===== src/rtl/ntt_mem_pkg.sv =====
// Shared parameters, coefficient/row types and unloader FSM states for the
// banked NTT coefficient memory.
package ntt_mem_pkg;

  localparam int D_WIDTH = 17;
  localparam int BN      = 16;
  localparam int MA      = 64;

  typedef logic [D_WIDTH-1:0] coef_t;
  typedef coef_t [BN-1:0]     row_t;

  typedef enum logic [1:0] {
    ST_IDLE  = 2'd0,
    ST_RUN   = 2'd1,
    ST_FLUSH = 2'd2
  } unload_state_e;

endpackage


===== src/rtl/mem_result_unloader_if.sv =====
// Row-read port towards memory_rtl plus the coefficient output stream.
interface mem_result_unloader_if #(
  parameter int D_WIDTH = ntt_mem_pkg::D_WIDTH,
  parameter int BN      = ntt_mem_pkg::BN,
  parameter int MA      = ntt_mem_pkg::MA
);
  localparam int ROW_W = (MA > 1) ? $clog2(MA) : 1;
  localparam int IDX_W = (BN * MA > 1) ? $clog2(BN * MA) : 1;

  logic                    rd_en;
  logic [ROW_W-1:0]        rd_row;
  logic [BN*D_WIDTH-1:0]   rd_data;
  logic                    out_valid;
  logic                    out_ready;
  logic [D_WIDTH-1:0]      out_data;
  logic [IDX_W-1:0]        out_idx;
  logic                    out_last;

  modport master (
    output rd_en, rd_row, out_valid, out_data, out_idx, out_last,
    input  rd_data, out_ready
  );

  modport slave (
    input  rd_en, rd_row, out_valid, out_data, out_idx, out_last,
    output rd_data, out_ready
  );

endinterface


===== src/rtl/mem_result_unloader_row_pingpong_buf.sv =====
// Two row buffers with full flags: one fills from memory while the other
// drains one word per handshake.
module row_pingpong_buf #(
  parameter int D_WIDTH = ntt_mem_pkg::D_WIDTH,
  parameter int BN      = ntt_mem_pkg::BN,
  parameter int B_W     = (BN > 1) ? $clog2(BN) : 1
) (
  input  logic                  clk,
  input  logic                  rst_n,
  input  logic                  wr_en,
  input  logic                  wr_sel,
  input  logic [BN*D_WIDTH-1:0] wr_data,
  input  logic                  rd_sel,
  input  logic [B_W-1:0]        rd_b,
  input  logic                  free,
  output logic [1:0]            full,
  output logic [D_WIDTH-1:0]    rd_word
);

  logic [D_WIDTH-1:0] word_r [2][BN];
  logic [1:0]         full_r;

  // Row storage: a capture overwrites the whole target row at once.
  always_ff @(posedge clk or negedge rst_n) begin
    if (!rst_n) begin
      for (int i = 0; i < 2; i++) begin
        for (int j = 0; j < BN; j++) begin
          word_r[i][j] <= '0;
        end
      end
    end else if (wr_en) begin
      for (int j = 0; j < BN; j++) begin
        word_r[wr_sel][j] <= wr_data[j*D_WIDTH +: D_WIDTH];
      end
    end
  end

  // Full flags: set on capture, cleared when the last word of the row drains.
  always_ff @(posedge clk or negedge rst_n) begin
    if (!rst_n) begin
      full_r <= 2'b00;
    end else begin
      for (int i = 0; i < 2; i++) begin
        if (wr_en && (wr_sel == 1'(i))) begin
          full_r[i] <= 1'b1;
        end else if (free && (rd_sel == 1'(i))) begin
          full_r[i] <= 1'b0;
        end
      end
    end
  end

  assign full    = full_r;
  assign rd_word = word_r[rd_sel][rd_b];

endmodule


===== src/rtl/mem_result_unloader.sv =====
// Streams a finished polynomial out of the banked coefficient memory in
// natural order, double-buffering rows so the output never bubbles.
module mem_result_unloader #(
  parameter int D_WIDTH = ntt_mem_pkg::D_WIDTH,
  parameter int BN      = ntt_mem_pkg::BN,
  parameter int MA      = ntt_mem_pkg::MA
) (
  input  logic                  clk,
  input  logic                  rst_n,
  input  logic                  start,
  output logic                  busy,
  output logic                  unload_done,
  mem_result_unloader_if.master bus
);

  localparam int ROW_W = (MA > 1) ? $clog2(MA) : 1;
  localparam int IDX_W = (BN * MA > 1) ? $clog2(BN * MA) : 1;
  localparam int B_W   = (BN > 1) ? $clog2(BN) : 1;
  localparam int NR_W  = ROW_W + 1;

  typedef ntt_mem_pkg::unload_state_e state_t;

  generate
    if (BN < 2) begin : g_bn_min
      $error("mem_result_unloader: BN must be at least 2");
    end
    if ((BN & (BN - 1)) != 0) begin : g_bn_pow2
      $error("mem_result_unloader: BN must be a power of two");
    end
  endgenerate

  state_t             state_r;
  state_t             state_s;
  logic [NR_W-1:0]    nr_r;
  logic [ROW_W-1:0]   row_r;
  logic [B_W-1:0]     b_r;
  logic               rd_pend_r;
  logic               cap_sel_r;
  logic [1:0]         full_s;
  logic               act_s;
  logic               tgt_s;
  logic               valid_s;
  logic               hs_s;
  logic               free_s;
  logic               last_s;
  logic               issue_s;
  logic [D_WIDTH-1:0] word_s;

  // Row k always lands in buffer k[0]; the drained row's LSB picks the active one.
  assign act_s   = row_r[0];
  assign tgt_s   = nr_r[0];
  assign valid_s = (state_r == ntt_mem_pkg::ST_RUN) && full_s[act_s];
  assign hs_s    = valid_s && bus.out_ready;
  assign free_s  = hs_s && (b_r == B_W'(BN - 1));
  assign last_s  = (row_r == ROW_W'(MA - 1)) && (b_r == B_W'(BN - 1));

  // State register.
  always_ff @(posedge clk or negedge rst_n) begin
    if (!rst_n) begin
      state_r <= ntt_mem_pkg::ST_IDLE;
    end else begin
      state_r <= state_s;
    end
  end

  // Next state and row-read issue decision.
  always_comb begin
    state_s = state_r;
    issue_s = 1'b0;
    case (state_r)
      ntt_mem_pkg::ST_IDLE: begin
        if (start) begin
          state_s = ntt_mem_pkg::ST_RUN;
        end else begin
          state_s = ntt_mem_pkg::ST_IDLE;
        end
      end
      ntt_mem_pkg::ST_RUN: begin
        if ((nr_r < NR_W'(MA)) && !rd_pend_r &&
            (!full_s[tgt_s] || (free_s && (tgt_s == act_s)))) begin
          issue_s = 1'b1;
        end else begin
          issue_s = 1'b0;
        end
        if (hs_s && last_s) begin
          state_s = ntt_mem_pkg::ST_FLUSH;
        end else begin
          state_s = ntt_mem_pkg::ST_RUN;
        end
      end
      ntt_mem_pkg::ST_FLUSH: begin
        state_s = ntt_mem_pkg::ST_IDLE;
      end
      default: begin
        state_s = ntt_mem_pkg::ST_IDLE;
      end
    endcase
  end

  // Fetch and drain counters; all cleared when a new unload is accepted.
  always_ff @(posedge clk or negedge rst_n) begin
    if (!rst_n) begin
      nr_r      <= '0;
      row_r     <= '0;
      b_r       <= '0;
      rd_pend_r <= 1'b0;
      cap_sel_r <= 1'b0;
    end else begin
      rd_pend_r <= issue_s;
      if (issue_s) begin
        nr_r      <= nr_r + NR_W'(1);
        cap_sel_r <= tgt_s;
      end
      if ((state_r == ntt_mem_pkg::ST_IDLE) && start) begin
        nr_r  <= '0;
        row_r <= '0;
        b_r   <= '0;
      end else if (hs_s) begin
        if (free_s) begin
          b_r   <= '0;
          row_r <= row_r + ROW_W'(1);
        end else begin
          b_r   <= b_r + B_W'(1);
        end
      end
    end
  end

  row_pingpong_buf #(
    .D_WIDTH (D_WIDTH),
    .BN      (BN),
    .B_W     (B_W)
  ) u_buf (
    .clk     (clk),
    .rst_n   (rst_n),
    .wr_en   (rd_pend_r),
    .wr_sel  (cap_sel_r),
    .wr_data (bus.rd_data),
    .rd_sel  (act_s),
    .rd_b    (b_r),
    .free    (free_s),
    .full    (full_s),
    .rd_word (word_s)
  );

  assign bus.rd_en     = issue_s;
  assign bus.rd_row    = nr_r[ROW_W-1:0];
  assign bus.out_valid = valid_s;
  assign bus.out_data  = word_s;
  assign bus.out_idx   = IDX_W'({row_r, b_r});
  assign bus.out_last  = valid_s && last_s;
  assign busy          = (state_r == ntt_mem_pkg::ST_RUN);
  assign unload_done   = (state_r == ntt_mem_pkg::ST_FLUSH);

endmodule


===== src/flat_wrapper.sv =====
// flat-port wrapper written by rule: the top's interface ports become plain ports
module mem_result_unloader_flat 
#(
  parameter int D_WIDTH = ntt_mem_pkg::D_WIDTH,
  parameter int BN      = ntt_mem_pkg::BN,
  parameter int MA      = ntt_mem_pkg::MA
)
  (clk, rst_n, start, busy, unload_done, bus_rd_en, bus_rd_row, bus_out_valid, bus_out_data, bus_out_idx, bus_out_last, bus_rd_data, bus_out_ready);
  mem_result_unloader_if #(.D_WIDTH(D_WIDTH), .BN(BN), .MA(MA)) bus_i ();
  input  logic clk;
  input  logic rst_n;
  input  logic start;
  output logic busy;
  output logic unload_done;
  output wire logic [$bits(bus_i.rd_en)-1:0] bus_rd_en;
  output wire logic [$bits(bus_i.rd_row)-1:0] bus_rd_row;
  output wire logic [$bits(bus_i.out_valid)-1:0] bus_out_valid;
  output wire logic [$bits(bus_i.out_data)-1:0] bus_out_data;
  output wire logic [$bits(bus_i.out_idx)-1:0] bus_out_idx;
  output wire logic [$bits(bus_i.out_last)-1:0] bus_out_last;
  input wire logic [$bits(bus_i.rd_data)-1:0] bus_rd_data;
  input wire logic [$bits(bus_i.out_ready)-1:0] bus_out_ready;
  assign bus_rd_en = bus_i.rd_en;
  assign bus_rd_row = bus_i.rd_row;
  assign bus_out_valid = bus_i.out_valid;
  assign bus_out_data = bus_i.out_data;
  assign bus_out_idx = bus_i.out_idx;
  assign bus_out_last = bus_i.out_last;
  assign bus_i.rd_data = bus_rd_data;
  assign bus_i.out_ready = bus_out_ready;
  mem_result_unloader #(.D_WIDTH(D_WIDTH), .BN(BN), .MA(MA)) u_core (.clk(clk), .rst_n(rst_n), .start(start), .busy(busy), .unload_done(unload_done), .bus(bus_i));
endmodule

===== config.mk =====
export PLATFORM = sky130hd
export DESIGN_NAME = mem_result_unloader_flat
export DESIGN_NICKNAME = d
export VERILOG_FILES = /design/src/rtl/ntt_mem_pkg.sv /design/src/rtl/mem_result_unloader_if.sv /design/src/rtl/mem_result_unloader_row_pingpong_buf.sv /design/src/rtl/mem_result_unloader.sv /design/src/flat_wrapper.sv
export SDC_FILE = /design/constraint.sdc
export NUM_CORES = 1
export LEC_CHECK = 0
export ABC_AREA = 1
export CAP_MARGIN = 20
export CORE_MARGIN = 1.5
export CORE_UTILIZATION = 57
export DETAILED_ROUTE_END_ITERATION = 8
export HOLD_SLACK_MARGIN = 0.05
export PLACE_DENSITY_LB_ADDON = 0.1
export SYNTH_ARGS = -nofsm -noshare
export SYNTH_HDL_FRONTEND = slang
export SYNTH_SLANG_ARGS = --single-unit

===== constraint.sdc =====
create_clock -name clk -period 3.6 [get_ports clk]
set_input_delay 0.72 -clock clk [delete_from_list [all_inputs] [get_ports clk]]
set_output_delay 0.72 -clock clk [all_outputs]
set_load 0.02 [all_outputs]

# Word level (Yosys, flattened, before mapping)
# Index checks and enable logic that the tools add are counted.
# totals
output_inout_bits,38
in_bits,276
wordCells,160
regBits,567
# classes
n_bitwise,5
mux,75
n_reduce_logical,25
eq_ne,5
order_cmp,7
n_addsub,3
# op_table
op,n
bitwise mux 544 bit,16
demux 272 bit (select 1 bit),16
two-way mux 272 bit,4
two-way mux 255 bit,1
two-way mux 238 bit,1
two-way mux 221 bit,1
two-way mux 204 bit,1
two-way mux 187 bit,1
two-way mux 170 bit,1
two-way mux 153 bit,1
two-way mux 136 bit,1
two-way mux 119 bit,1
two-way mux 102 bit,1
two-way mux 85 bit,1
binary-select mux 17 bit (select 4 bit),1
two-way mux 68 bit,1
two-way mux 17 bit,3
two-way mux 51 bit,1
two-way mux 34 bit,1
two-way mux 6 bit,3
logical AND 1 bit,15
two-way mux 7 bit,2
two-way mux 4 bit,3
two-way mux 1 bit,11
23 further kinds,32

# Logic depth before layout (Yosys ltp)
# Gate-level depths: netlist of the first run.
# depth
word_depth,21
depth_mapped,12
ltp_nobuf,9

# Cells and area by module
# A second synthesis of the first run with hierarchy kept.
# hier_totals
hier_cells,3467
hier_area_um2,26802.0
# modules_own_cells
module,seq_area_each_um2,instances,area_per_inst_um2,cells_per_inst
row_pingpong_buf,13663.1,1,25525.7,3327
mem_result_unloader,525.5,1,1276.2,140

# Worst setup path before layout of the first run
# Ideal clock, no wire load.
# synth_path
path_type,flip-flop to output port
start,register u_core.b_r[0]
end,output port bus_out_data[0]
required_ns,2.880
t_arrival_ns,1.476
path_slack_ns,1.404
n_path_buf,3
path_stages_with_launch,11
cell_sequence,dfrtp_1 > buf_2 > buf_4 > buf_2 > nand3_1 > nand3_1 > nand2_1 > nand2_1 > nand2_1 > nand2_1 > nand2_1
# synth_between
elab_chain_cells,4
# synth_lines
element,line_no,source
from (decl),mem_result_unloader.sv:36,logic [B_W-1:0] b_r;
from (signal assigned),mem_result_unloader.sv:123,b_r <= b_r + B_W'(1);
inverter 4 -> 5 bit (not written as such),mem_result_unloader_row_pingpong_buf.sv:54,assign rd_word = word_r[rd_sel][rd_b];
binary-select mux 17 bit (select 4 bit),mem_result_unloader_row_pingpong_buf.sv:54,
two-way mux 17 bit (not written as such) (2 in series),mem_result_unloader_row_pingpong_buf.sv:54,
to (decl),flat_wrapper.sv:18,output wire logic [$bits(bus_i.out_data)-1:0] bus_out_data;
# No other way between the ends. The select of a mux whose other input is x is not followed.

# Worst setup path after layout of the first run
# layout_path
start,register u_core.row_r[0]
end,output port bus_out_data[15]
# layout_between
elab_chain_cells,7
# layout_lines
element,line_no,source
from (decl),mem_result_unloader.sv:35,logic [ROW_W-1:0] row_r;
from (signal assigned),mem_result_unloader.sv:121,row_r <= row_r + ROW_W'(1);
inverter 1 -> 2 bit (not written as such),mem_result_unloader_row_pingpong_buf.sv:54,
two-way mux 272 bit (not written as such) (3 in series),mem_result_unloader_row_pingpong_buf.sv:54,
binary-select mux 17 bit (select 4 bit),mem_result_unloader_row_pingpong_buf.sv:54,
two-way mux 17 bit (not written as such) (2 in series),mem_result_unloader_row_pingpong_buf.sv:54,
# No other way between the ends. The select of a mux whose other input is x is not followed.

==> impl_metrics.py, run 1 <==
metrics = {
    "route": {
        "routedWlPerCell_um": 19.74,
        "routed_via_density": 5.821,
        "routed_wl_mm": 85.18,
        "met1_length_mm": 34.88,
        "dr_wl_met3_mm": 9.386,
        "drc": 0,
        "highest_layer": "met5",
        "postRouteAntennaNets": 0,
        "met2_length_mm": 37.81,
        "drt_iter0_drc": 3355,
        "firstDrtPassIters": 8,
        "via_count": 25130,
    },
    "yosys": {
        "synthDistinctLibCells": 31,
        "syn_inst": 3462,
        "ys_seq_area_frac": 0.5301,
        "syn_area_um2": 26760,
        "ys_seq_elements": 567,
        "synth_warnings": 0,
        "synth_area_leaders": "dfrtp_1 53%, nand2_1 19%, o21ai_0 10%",
        "yosys.area.top_type": "dfrtp_1",
        "synth_area_per_cell_um2": 7.731,
        "synth.top_cell.area_share": 0.5301,
        "synth_nets": 3741,
    },
    "critical_path": {
        "worstPathArrival_ns": 2.83,
        "r2r_start": "u_core.b_r[0]",
        "cp-start-kind": "flip-flop",
        "critical_path_class": "flip-flop to primary output",
        "end_kind": "primary output",
        "critPathMaxFanout": 21,
        "critical_path.slowest_cell": "dfrtp_4",
        "crit_path_frequent_cell": "nand2_1",
        "crit_chain": "buf_12 -> clkinv_16 -> buf_12 -> buf_12 -> nand2_1 -> nand3_1 -> nand3_1 -> nand2_1 -> nand2_1 -> nand2_1 -> nand2_1 -> nand2_1 -> dlygate4sd2_1",
        "critPathLaunch": "u_core.row_r[0]",
        "required_ns": 2.88,
        "critPathMaxStageDelay_ns": 0.53,
    },
    "grt": {
        "antenna_found_initial": 5,
        "grt_max_degree": 131,
        "grt_pass1_vias": 23550,
        "overflow": 0,
        "grt_util_all_layers": 0.3504,
        "grt_pass1_wl_mm": 130.3,
    },
    "sta": {
        "setup_viol": 0,
        "hold_viol_final": 0,
        "tns_ns": 0,
        "finalCriticalPeriod_ns": 3.554,
        "skew_ns": 0.01073,
        "fin_crit_sh": 0.9871,
        "fmax_ghz": 0.2814,
        "setup_ws_ns": 0.04627,
        "worst_pin_slew_ns": 0.8761,
        "relSlewSlack": 0.4160,
        "finalMaxSlewViolations": 0,
    },
    "placed_design": {
        "place.gp.congestion": 0.9043,
        "placed_cells": 4204,
        "dp_slack_ns": 0.1874,
        "portBuffers": 313,
        "hpwl_mm": 55.63,
    },
    "pwr": {
        "sw_frac_of_total": 0.4309,
        "power_density_nw_per_um2": 985.7,
        "switchingPower_mw": 13.86,
        "max-vdd-ir-drop_v": 0.0007472,
        "clockPowerShare": 0.194,
        "seqPwrFrac": 0.356,
        "static-leakage-power_nw": 16.51,
        "internal_power_mw": 18.31,
        "combPwrFrac": 0.450,
        "p_total_mw": 32.17,
    },
    "finish": {
        "seq_area_um2": 14200,
        "nNetsFinal": 3946,
        "instances_no_fill": 4316,
        "layout_common_cells": "1336 x nand2_1, 564 x dfrtp_1, 551 x o21ai_0",
        "multi_input_area_um2": 10300,
        "drive_above_1_share": 0.05392,
        "syn_to_final_growth_pct": 21.93,
        "num_antenna_cells": 0,
        "final_common_cell": "nand2_1",
        "fillCellCount": 3750,
        "final_core_util": 0.7025,
    },
    "floorplanning": {
        "fp.dieH_um": 219.7,
        "die_area_um2": 48260,
        "rows": 79,
        "initial_utilization": 0.5761,
        "core-area_um2": 46460,
        "fp.dieW_um": 219.7,
        "io_pins": 314,
    },
    "cts": {
        "cts_root_buffer": "clkbuf_16",
        "clock_latency_ns": 0.62,
        "cts.sinks": 567,
        "clk_pin_slew_ns": 0.06,
        "cts-htree-levels": 2,
        "cts_tree": "done",
        "cts_buffers": 58,
        "clockBufferDepth": 3,
    },
    "status": {
        "outcome": "completed",
    },
    "min_path": {
        "hold_class": "input pin to async pin",
    },
    "job": {
        "cap_violations": 0,
    },
}
## synth_stat cells, drive strengths merged
| cell | number |
|---|---|
| clkinv | 1 |
| nor2 | 10 |
| xnor2 | 3 |
| o21bai | 1 |
| dfrtp | 567 |
| buf | 146 |
| o31ai | 2 |
| xor2 | 6 |
| nor3 | 3 |
| clkbuf | 98 |
| o21ai | 552 |
| nand2 | 1341 |
| nand4 | 5 |
| nand3b | 4 |
| a21oi | 3 |
| inv | 288 |
| ha | 3 |
| nand3 | 429 |
## layer usage
layer  up-vias  global-route usage
met5         -                   0
li1      11380                   -
met2      1380              0.5167
met1     12170              0.5092
met3       184             0.07812
met4         8              0.1281
## registers in the layout, indices dropped and copies added, names as in the netlist
register and cells:
u_core.b_r 4, u_core.u_buf.word_r 544, u_core.row_r 6, u_core.cap_sel_r 1
u_core.rd_pend_r 1, u_core.state_r 2, u_core.nr_r 7, u_core.u_buf.full 2
## path summary, 6_finish.rpt
path,to,slack (ns),depth (start not counted)
worst max register to register,u_core.row_r[0],1.24,9
min in group clk,u_core.u_buf.word_r[1],0.48,2
worst max-delay path,bus_out_data[15],0.05,13
worst min-delay path,u_core.u_buf.word_r[309],0.07,1
max in group asynchronous,u_core.u_buf.word_r[292],2.43,2
worst min register to register,u_core.u_buf.word_r[1],0.48,2
## power groups by stage
stage / Sequential, mW / Clock (mW) / Combinational, mW
floorplan: 10.8 / 0 / 9.21
global placement: 11.3 / 0 / 13.4
detailed placement: 11.4 / 0 / 13.8
CTS: 11.4 / 6.26 / 13.9
global route: 11.7 / 6.54 / 16.0
finish: 11.5 / 6.25 / 14.5
## stage by stage
step	hold slack [ns]	cell area, um^2
detailed placement	0.4729	30390
finish	0.07333	32630
global route	0.1178	32630
floorplan	0.4244	26760
global placement	0.4652	30390
CTS	0.1086	32410
## what timing repair did
item,4_1_cts,5_1_grt
setup buffers,0,4
gates cloned,1,5
hold buffers,0,0
endpoints found under the setup margin,14,14
gates resized for setup,23,32
## cells by family (layout without fill, tap and decap cells)
group                      count (synthesis)  count (layout)  share of synthesized area
and+or+nand+nor                         1792            1792                     0.2737
xor gates and xnor gates                   9               9                   0.002945
DFF                                      567             567                     0.5301
buffers and inverters                    533             780                    0.08662
adders and majority gates                  3               3                   0.001403
AOI/OAI and AO/OA                        558             558                     0.1052
## worst max-delay path, delay by kind of cell (launching register included)
family	cells	cell delay [ns]
buffers and inverters	5	0.91
and+or+nand+nor	8	0.75
DFF	1	0.53
## final cells by class
class | count | share of cell area
clock buffers | 93 | 0.05598
clock inverters | 9 | 0.004524
inverters | 289 | 0.03428
multi-input cells | 2362 | 0.3155
flip-flops and latches | 567 | 0.4351
well taps | 607 | 0.02327
repair buffers | 388 | 0.1310
repair inverters | 1 | 0.0003451
Power figures use the tool's default switching activity.
==> run 2, diff against run 1 <==
--- a/config.mk
+++ b/config.mk
@@ -12,6 +12,7 @@
 export DETAILED_ROUTE_END_ITERATION = 8
 export HOLD_SLACK_MARGIN = 0.05
 export PLACE_DENSITY_LB_ADDON = 0.1
+export REMOVE_ABC_BUFFERS = 1
 export SYNTH_ARGS = -nofsm -noshare
 export SYNTH_HDL_FRONTEND = slang
 export SYNTH_SLANG_ARGS = --single-unit
==> impl_metrics.py, run 2 (synthesized netlist as in run 1, its figures left out) <==
metrics = {
    "placed_design": {
        "portBuffers": 313,
        "dp_slack_ns": 0.4335,
        "hpwl_mm": 48.62,
        "place.gp.congestion": 0.8492,
    },
    "finish": {
        "regMostFlops": "u_core.u_buf.word_r",
        "multi_input_area_um2": 10280,
        "final_common_cell": "nand2_1",
        "reg_top3": "u_core.u_buf.word_r: 544 flops, u_core.nr_r: 7 flops, u_core.row_r: 6 flops",
        "seq_area_um2": 14200,
        "syn_to_final_growth_pct": 21.26,
        "drive_above_1_share": 0.04838,
        "layout_common_cells": "1336 x nand2_1, 563 x dfrtp_1, 551 x o21ai_0",
        "largest_register_ffs": 544,
        "nNetsFinal": 3935,
        "fillCellCount": 3816,
        "num_antenna_cells": 0,
    },
    "grt": {
        "grt_pass1_wl_mm": 122.2,
        "grt_max_degree": 129,
        "grt_pass1_vias": 23390,
        "overflow": 0,
        "grt_util_all_layers": 0.3213,
        "antenna_found_initial": 0,
    },
    "floorplanning": {
        "rows": 79,
        "core-area_um2": 46460,
        "fp.dieW_um": 219.7,
        "die_area_um2": 48260,
        "fp.dieH_um": 219.7,
        "io_pins": 314,
        "initial_utilization": 0.5761,
    },
    "critical_path": {
        "critPathTopFamily": "buffers and inverters",
        "required_ns": 2.88,
        "cp-start-kind": "flip-flop",
        "timing.rr.end": "u_core.row_r[0]",
        "critical_path.slowest_cell": "clkdlybuf4s50_1",
        "ff2ff_setup_slack_ns": 1.41,
        "crit_chain": "inv_12 -> bufbuf_16 -> nand2_1 -> nand3_1 -> nand3_1 -> nand2_1 -> nand2_1 -> nand2_1 -> nand2_1 -> nand2_1 -> clkdlybuf4s50_1",
        "r2r_start": "u_core.row_r[0]",
        "crit_path_frequent_cell": "nand2_1",
        "worstPathArrival_ns": 2.97,
        "reg2reg_depth": 9,
        "critPathMaxStageDelay_ns": 0.60,
        "critPathMaxFanout": 30,
        "crit_buf_inv": 3,
        "critical_path_class": "flip-flop to primary output",
        "end_kind": "primary output",
    },
    "sta": {
        "relSlewSlack": 0.3012,
        "hold_viol_final": 0,
        "setup_ws_ns": -0.08531,
        "skew_ns": 0.009145,
        "tns_ns": -0.09782,
        "finalCriticalPeriod_ns": 3.685,
        "grt_setup_unrepaired": "true",
        "fin_crit_sh": 1.024,
        "setup_viol": 2,
        "fmax_ghz": 0.2713,
        "finalMaxSlewViolations": 0,
        "worst_pin_slew_ns": 1.048,
    },
    "cts": {
        "cts_tree": "done",
        "postCtsHoldBufs": 0,
        "clock_latency_ns": 0.62,
        "cts_buffers": 58,
        "clk_pin_slew_ns": 0.06,
        "cts_root_buffer": "clkbuf_16",
        "cts-htree-levels": 2,
        "cts.sinks": 567,
        "clockBufferDepth": 3,
    },
    "pwr": {
        "internal_power_mw": 18.06,
        "combPwrFrac": 0.437,
        "power_density_nw_per_um2": 956.7,
        "sw_frac_of_total": 0.4185,
        "static-leakage-power_nw": 16.44,
        "seqPwrFrac": 0.366,
        "clockPowerShare": 0.197,
        "max-vdd-ir-drop_v": 0.0005489,
        "switchingPower_mw": 12.99,
    },
    "route": {
        "drt_iter0_drc": 3067,
        "drc": 0,
        "firstDrtPassIters": 7,
        "postRouteAntennaNets": 0,
        "routed_wl_mm": 78.05,
        "via_count": 24320,
        "routedWlPerCell_um": 18.12,
        "routed_via_density": 5.646,
    },
    "status": {
        "violations": "setup timing",
        "outcome": "complete, but fails checks",
    },
    "job": {
        "cap_violations": 0,
    },
    "min_path": {
        "hold_class": "input pin to async pin",
    },
}
==> run 2: cell types whose count changed in the layout (fill, tap and decap cells not counted), sizes merged <==
cell / before / now
clkdlybuf4s50: 294 / 295
bufbuf: 1 / 2
buf: 76 / 61
clkbuf: 104 / 90
bufinv: 4 / 3
dlygate4sd2: 3 / 16
clkinv: 6 / 15
clkdlybuf4s15: 2 / 0
inv: 288 / 287
==> run 2: through the flow <==
step | instance area, um^2 | power (mW) | util | hold slack (ns) | std cells
detailed placement | 30310 | 24.56 | 0.6523 | 0.4729 | 4196
CTS | 32370 | 30.86 | 0.6968 | 0.1092 | 4304
global placement | 30310 | 24.01 | 0.6523 | 0.4651 | 4196
floorplan | 25530 | 19.67 | - | 0.4244 | 3218
finish | 32450 | 31.05 | 0.6986 | 0.1023 | 4307
global route | 32450 | 33.33 | 0.6986 | 0.1338 | 4307
==> run 2: final cells by class <==
type                    instances  share of cell area
flip-flops and latches        567              0.4376
multi-input cells            2362              0.3167
repair buffers                378              0.1283
clock buffers                  87             0.05467
inverters                     289             0.03435
well taps                     607             0.02340
clock inverters                17            0.005012
==> run 2: worst max path at each step <==
stage / start / to / slack [ns] / cells after the start
floorplan: u_core.row_r[0] / bus_rd_en / -5.40 / 7
global placement: u_core.b_r[0] / bus_out_data[13] / 0.43 / 10
detailed placement: bus_out_ready / bus_rd_en / 0.43 / 6
CTS: u_core.row_r[0] / bus_out_data[6] / -0.14 / 11
global route: u_core.row_r[0] / bus_out_data[5] / -0.22 / 11
finish: u_core.row_r[0] / bus_out_data[5] / -0.09 / 11
==> run 2: power by group through the flow <==
stage | Clock, mW | Combinational [mW] | Sequential [mW]
after global routing | 6.45 | 15.2 | 11.7
after global placement | 0 | 12.8 | 11.2
after detailed placement | 0 | 13.2 | 11.4
after CTS | 6.19 | 13.4 | 11.3
after floorplan | 0 | 8.20 | 11.5
final | 6.11 | 13.6 | 11.4
==> run 2: timing repair <==
item,CTS,global route
endpoints found under the hold margin,0,0
gates resized for setup,28,2
gates cloned,2,3
setup endpoints to repair,19,7
setup buffers,2,0
==> run 2: routing by layer <==
| metal | part of all wire | GRT usage |
|---|---|---|
| met3 | 0.077 | 0.04803 |
| met4 | 0.040 | 0.1361 |
| met5 | 0.00065 | 0.008333 |
| met2 | 0.47 | 0.5126 |
| met1 | 0.41 | 0.4398 |
==> run 2: worst reg2reg max path, cell delays in order, from the launching register on <==
cell and delay [ns]:
dfrtp_4 0.53, buf_4 0.29, buf_12 0.21, nand2_1 0.13, a21oi_4 0.25, nand3_2 0.21
inv_2 0.15, nor2_2 0.08, inv_1 0.09, o21bai_1 0.12
